[config.mk]
export PLATFORM = sky130hd
export DESIGN_NAME = pipe_skid_register
export DESIGN_NICKNAME = d
export VERILOG_FILES = /design/src/rtl/pipe_skid_register.sv
export SDC_FILE = /design/constraint.sdc
export NUM_CORES = 1
export LEC_CHECK = 0
export ABC_AREA = 0
export CAP_MARGIN = 0
export CELL_PAD_IN_SITES_DETAIL_PLACEMENT = 2
export CELL_PAD_IN_SITES_GLOBAL_PLACEMENT = 2
export CORE_AREA = 2 2 97 90
export CTS_CLUSTER_DIAMETER = 80
export DETAILED_ROUTE_END_ITERATION = 7
export DIE_AREA = 0 0 99 92
export DONT_BUFFER_PORTS = 1
export PLACE_DENSITY = 0.83
export SLEW_MARGIN = 20
export SYNTH_ARGS = -nofsm -noshare
export SYNTH_HDL_FRONTEND = slang
export SYNTH_SLANG_ARGS = --single-unit
[constraint.sdc]
create_clock -name clk -period 2.4 [get_ports clk]
set_input_delay 0.48 -clock clk [delete_from_list [all_inputs] [get_ports clk]]
set_output_delay 0.48 -clock clk [all_outputs]
set_load 0.03 [all_outputs]
[src/rtl/pipe_skid_register.sv]
// -----------------------------------------------------------------------------
// pipe_skid_register
//
// Chain of STAGES register slices placed between a producer and a consumer in
// the datapath. Each slice is a two-entry skid buffer (main + skid) with a
// valid/ready handshake. The chain gives full throughput (one beat per cycle)
// and a latency of STAGES cycles. in_ready comes only from registers and
// rst/flush, so there is no combinational path from out_ready to in_ready.
//
// Parameters:
//   WIDTH        payload width in bits
//   STAGES       number of cascaded slices (1..4), equals the latency in cycles
//   RESET_VALUE  payload loaded into every data register on reset and flush
//
// Ports:
//   clk        clock, all state updates on the rising edge
//   rst        synchronous active-high reset
//   flush      synchronous discard of every buffered beat
//   in_data    upstream payload
//   in_valid   upstream beat present
//   in_ready   block can accept a beat this cycle
//   out_data   downstream payload (main register of the last slice)
//   out_valid  downstream beat present
//   out_ready  downstream accepts a beat this cycle
//   occupancy  number of valid entries held across all slices (0..2*STAGES)
// -----------------------------------------------------------------------------
module pipe_skid_register #(
  parameter int unsigned      WIDTH       = 32,
  parameter int unsigned      STAGES      = 1,
  parameter logic [WIDTH-1:0] RESET_VALUE = '0,
  localparam int unsigned     OCC_W       = $clog2(2 * STAGES + 1)
) (
  input  logic             clk,
  input  logic             rst,
  input  logic             flush,
  input  logic [WIDTH-1:0] in_data,
  input  logic             in_valid,
  output logic             in_ready,
  output logic [WIDTH-1:0] out_data,
  output logic             out_valid,
  input  logic             out_ready,
  output logic [OCC_W-1:0] occupancy
);

  // Per-slice state: EMPTY (nothing), HALF (main valid), FULL (main + skid).
  typedef enum logic [1:0] {
    S_EMPTY = 2'd0,
    S_HALF  = 2'd1,
    S_FULL  = 2'd2
  } slice_state_e;

  slice_state_e     state_q [STAGES];
  slice_state_e     state_d [STAGES];
  logic [WIDTH-1:0] main_q  [STAGES];
  logic [WIDTH-1:0] main_d  [STAGES];
  logic [WIDTH-1:0] skid_q  [STAGES];
  logic [WIDTH-1:0] skid_d  [STAGES];
  logic [OCC_W-1:0] occ_q;
  logic [OCC_W-1:0] occ_d;

  // Per-slice handshake view: s_in_fire[k] is slice k accepting a beat,
  // s_out_fire[k] is slice k handing its main entry onward.
  logic [STAGES-1:0] s_in_fire;
  logic [STAGES-1:0] s_out_fire;
  logic [WIDTH-1:0]  s_in_data [STAGES];
  logic              in_fire;
  logic              out_fire;

  // Slice input ready is "not FULL", taken straight from the state register.
  assign in_ready  = (state_q[0] != S_FULL) && !rst && !flush;
  assign out_valid = (state_q[STAGES-1] != S_EMPTY);
  assign out_data  = main_q[STAGES-1];
  assign occupancy = occ_q;

  assign in_fire  = in_valid && in_ready;
  assign out_fire = out_valid && out_ready;

  // Inter-slice handshakes. Slice k's output fire is slice k+1's input fire;
  // both are derived from registered state only.
  always_comb begin
    // NOTE: every signal written here gets a default first so no path through
    // the block leaves it unassigned, which would otherwise infer a latch.
    s_in_fire    = '0;
    s_out_fire   = '0;
    s_in_data[0] = in_data;
    s_in_fire[0] = in_fire;
    for (int k = 1; k < STAGES; k++) begin
      s_in_data[k] = main_q[k-1];
      s_in_fire[k] = (state_q[k-1] != S_EMPTY) && (state_q[k] != S_FULL);
    end
    for (int k = 0; k < STAGES - 1; k++) begin
      s_out_fire[k] = (state_q[k] != S_EMPTY) && (state_q[k+1] != S_FULL);
    end
    s_out_fire[STAGES-1] = out_fire;
  end

  // Next-state logic for every slice plus the occupancy counter.
  always_comb begin
    occ_d = occ_q;
    for (int k = 0; k < STAGES; k++) begin
      state_d[k] = state_q[k];
      main_d[k]  = main_q[k];
      skid_d[k]  = skid_q[k];
      case (state_q[k])
        S_EMPTY: begin
          if (s_in_fire[k]) begin
            state_d[k] = S_HALF;
            main_d[k]  = s_in_data[k];
          end
        end
        S_HALF: begin
          if (s_in_fire[k] && s_out_fire[k]) begin
            main_d[k] = s_in_data[k];
          end else if (s_in_fire[k]) begin
            // Downstream stalled: park the new beat in the skid entry.
            state_d[k] = S_FULL;
            skid_d[k]  = s_in_data[k];
          end else if (s_out_fire[k]) begin
            state_d[k] = S_EMPTY;
          end
        end
        S_FULL: begin
          if (s_out_fire[k]) begin
            state_d[k] = S_HALF;
            main_d[k]  = skid_q[k];
          end
        end
        default: state_d[k] = S_EMPTY;
      endcase
    end

    // Internal slice-to-slice transfers do not change the total count.
    if (in_fire && !out_fire) begin
      occ_d = occ_q + OCC_W'(1);
    end else if (!in_fire && out_fire) begin
      occ_d = occ_q - OCC_W'(1);
    end

    // Flush overrides everything; an output fire this cycle has already been
    // seen by the consumer, so dropping its entry here loses nothing.
    if (flush) begin
      occ_d = '0;
      for (int k = 0; k < STAGES; k++) begin
        state_d[k] = S_EMPTY;
        main_d[k]  = RESET_VALUE;
        skid_d[k]  = RESET_VALUE;
      end
    end
  end

  // NOTE: sequential state uses non-blocking assignments so every register
  // samples the pre-edge values regardless of statement order.
  always_ff @(posedge clk) begin
    if (rst) begin
      occ_q <= '0;
      for (int k = 0; k < STAGES; k++) begin
        state_q[k] <= S_EMPTY;
        // NOTE: the payload registers are reset as well, because an empty
        // block must present RESET_VALUE on out_data.
        main_q[k]  <= RESET_VALUE;
        skid_q[k]  <= RESET_VALUE;
      end
    end else begin
      occ_q <= occ_d;
      for (int k = 0; k < STAGES; k++) begin
        state_q[k] <= state_d[k];
        main_q[k]  <= main_d[k];
        skid_q[k]  <= skid_d[k];
      end
    end
  end

endmodule

==> impl_results.md <==
* Status: finished, final reports clean
* Tmin final at 2.109 ns
* Clock buffer depth at 2
* Core box area at 8208 um2
* Achievable Freq at 0.4742 GHz
* Met2 Routed Length at 3.720 mm
* Fillers at 899
* Share of layout cells above drive strength 1 at 0.1792
* R2r endpoint: main_q[0][15]$_SDFFE_PP0P_
* Clock Skews at 0.01092 ns
* Final wirelength at 7.324 mm
* Max VDD drop at 0.2639 mV
* CP Class: flop to flop
* DR vias at 2196
* Commonest cells in the netlist: nand2_1 (69), dfxtp_1 (68), nor2_1 (38)
* Residual DRC at 0
* Worst skew pair latency at 0.34 ns
* Gr ovfl total at 0
* Met1 Wirelength at 2.973 mm
* Crit path arrival time at 2.35 ns
* Critical Path Sink Type: flop
* IO Port Bufs at 0
* RSZ-0062 raised after global routing: false
* Gates resized, CTS repair at 0
* Largest area contributor in the netlist: dfxtp_1
* Register area at 1361 um2
* Synth Flop Type: dfxtp_1
* Ant diodes at 0
* Worst slew margin at 0.4558
* Async S/R FF share, synth at 0
* Fin cells at 420
* Final Util at 0.3945
* Cells after synthesis at 318
* Vias in the first global route at 2450
* Clk sink count at 68
* Largest net degree at the start of global routing at 37
* Total GRT Usage at 0.1679
* Met3 wire length at 564 um
* Post-CTS Setup Bufs at 0
* Synthesized net count at 359
* Row cnt at 32
* Number of enable flip-flop cells after synthesis at 0
* End point of the critical path: main_q[0][15]$_SDFFE_PP0P_
* Cell variety after synth at 24
* Number of detailed-routing iterations run before antenna repair at 4
* Main area contributors after synthesis: dfxtp_1 (46%), a211oi_2 (12%), mux2i_1 (11%)
* Worst Setup Start Kind: flop
* Crit-path max FO at 36
* R2R cell count at 10
* DP Wirelength at 5.049 mm
* Pwr/cell area at 706.4 nW/um2
* Starting Density at 0.3582
* Die Area at 9108 um2
* Required @ worst endpoint at 2.64 ns
* Total CTS buffers at 9
* Max Cap Viol at 0
* Routed vias/inst at 5.229
* Leak at 1.258 nW
* Post-synth top area share at 0.4630
* Final hold vios at 0
* Worst-Margin Slew at 0.8163 ns
* Routed length per instance at 17.44 um
* Setup Viol. Count Final at 0
* R2r startpoint: state_q[0][0]$_SDFFE_PP0P_
* Most instantiated library cell after synthesis: nand2_1
* Clk slew on worst S/H paths at 0.08 ns
* DRT antenna net count at 0
* Yosys warning count at 0
* Chip height at 92 um
* Dpl cells at 404
* Min-delay worst type: input port to flop
* Top sig layer: met4
* Gpl congestion at 0.8272
* Final period util at 0.8787
* Area occupied by multi-input gates at 1443 um2
* Cts hold-fix bufs at 0
* Worst Setup SP: state_q[0][0]$_SDFFE_PP0P_
* Die Wd at 99 um
* Setup TNS at 0 ns
* I/O pins at 73
* Reg2reg setup slack at 0.29 ns
* Final max-slew violation count at 0
* Iteration-0 DRC Markers at 38
* # H-tree levels at 3
* Syn Area/Cell at 9.246 um2
* Pwr Total at 2.287 mW
* CTS Root Cell: clkbuf_8
* Initial antenna violation count at 0
* Area delta synth->final at 10.13%
* Flops & latches, synth at 68
* CTS tree: yes
* Post-synthesis cell area at 2940 um2
* Final Net Count at 354
* First-pass GRT wire length at 12.17 mm
* Register area share after synthesis at 0.4630
-- how the worst min path moves through the flow --
stage | from | endpoint | depth (start not counted)
6_report | in_data[25] | skid_q[0][25]$_SDFFE_PP0P_ | 2
5_1_grt | in_data[2] | skid_q[0][2]$_SDFFE_PP0P_ | 2
4_1_cts | in_data[16] | skid_q[0][16]$_SDFFE_PP0P_ | 2
3_5_place_dp | skid_q[0][16]$_SDFFE_PP0P_ | skid_q[0][16]$_SDFFE_PP0P_ | 2
3_3_place_gp | skid_q[0][15]$_SDFFE_PP0P_ | skid_q[0][15]$_SDFFE_PP0P_ | 2
2_1_floorplan | skid_q[0][0]$_SDFFE_PP0P_ | skid_q[0][0]$_SDFFE_PP0P_ | 2
-- metal layers --
metal,up-vias,GRT usage
met3,8,0.06936
met1,1075,0.1855
met2,50,0.2922
met5,-,0
met4,0,0.05365
li1,1063,-
-- through the flow --
step	hold WS, ns	setup slack [ns]	cell area [um2]
6_report	0.2741	0.2910	3238
5_1_grt	0.2567	0.1159	3238
4_1_cts	0.2534	0.2416	3238
3_5_place_dp	0.4543	0.2452	3044
3_3_place_gp	0.4406	0.4384	3044
2_1_floorplan	0.4357	0.02492	2942
-- sequential cells by signal (all words and copies together) (netlist names) --
name,count
main_q,32
occupancy,2
skid_q,32
state_q,2
-- layout make-up --
class	count	area share
Clock buffer	12	0.04482
Clock inverter	4	0.01507
Inverter	2	0.002318
Timing Repair Buffer	9	0.03246
Tap cell	102	0.03941
Multi-Input combinational cell	223	0.4455
Sequential cell	68	0.4204
-- layout by cell type, fill, tap and decap left out, types with 4 or more instances in the layout --
cell / n
nand2_1: 69
dfxtp_1: 68
nor2_1: 38
a21oi_1: 34
mux2i_1: 32
a211oi_2: 28
clkbuf_8: 10
buf_4: 6
a211oi_1: 4
ha_1: 4
-- power by group --
part | switching (mW) | total (mW) | leakage [nW] | internal (mW)
Combinational | 0.0950 | 0.150 | 0.608 | 0.0547
Sequential | 0.0492 | 1.20 | 0.550 | 1.15
Clock | 0.434 | 0.942 | 0.100 | 0.508
-- worst max-delay path, stage by stage (launching register included) --
cell,delay [ns]
dfxtp_1,0.46
nand2b_2,0.18
and2_2,0.15
nand2_1,0.07
inv_1,0.11
ha_1,0.19
nand2b_1,0.09
a22oi_4,0.20
buf_12,0.25
nor2_1,0.07
a211oi_1,0.24
-- logic make-up after synthesis --
logic type | count (synthesis) | synth area share
AND/OR/NAND/NOR | 115 | 0.1562
flip-flops | 68 | 0.4630
adder cells (fa/ha/maj) | 4 | 0.01702
XOR/XNOR | 3 | 0.008938
buffers and inverters | 27 | 0.04766
AO/OA/AOI/OAI | 69 | 0.1983
multiplexers | 32 | 0.1089
No activity file was read; power rests on OpenSTA's default activity.
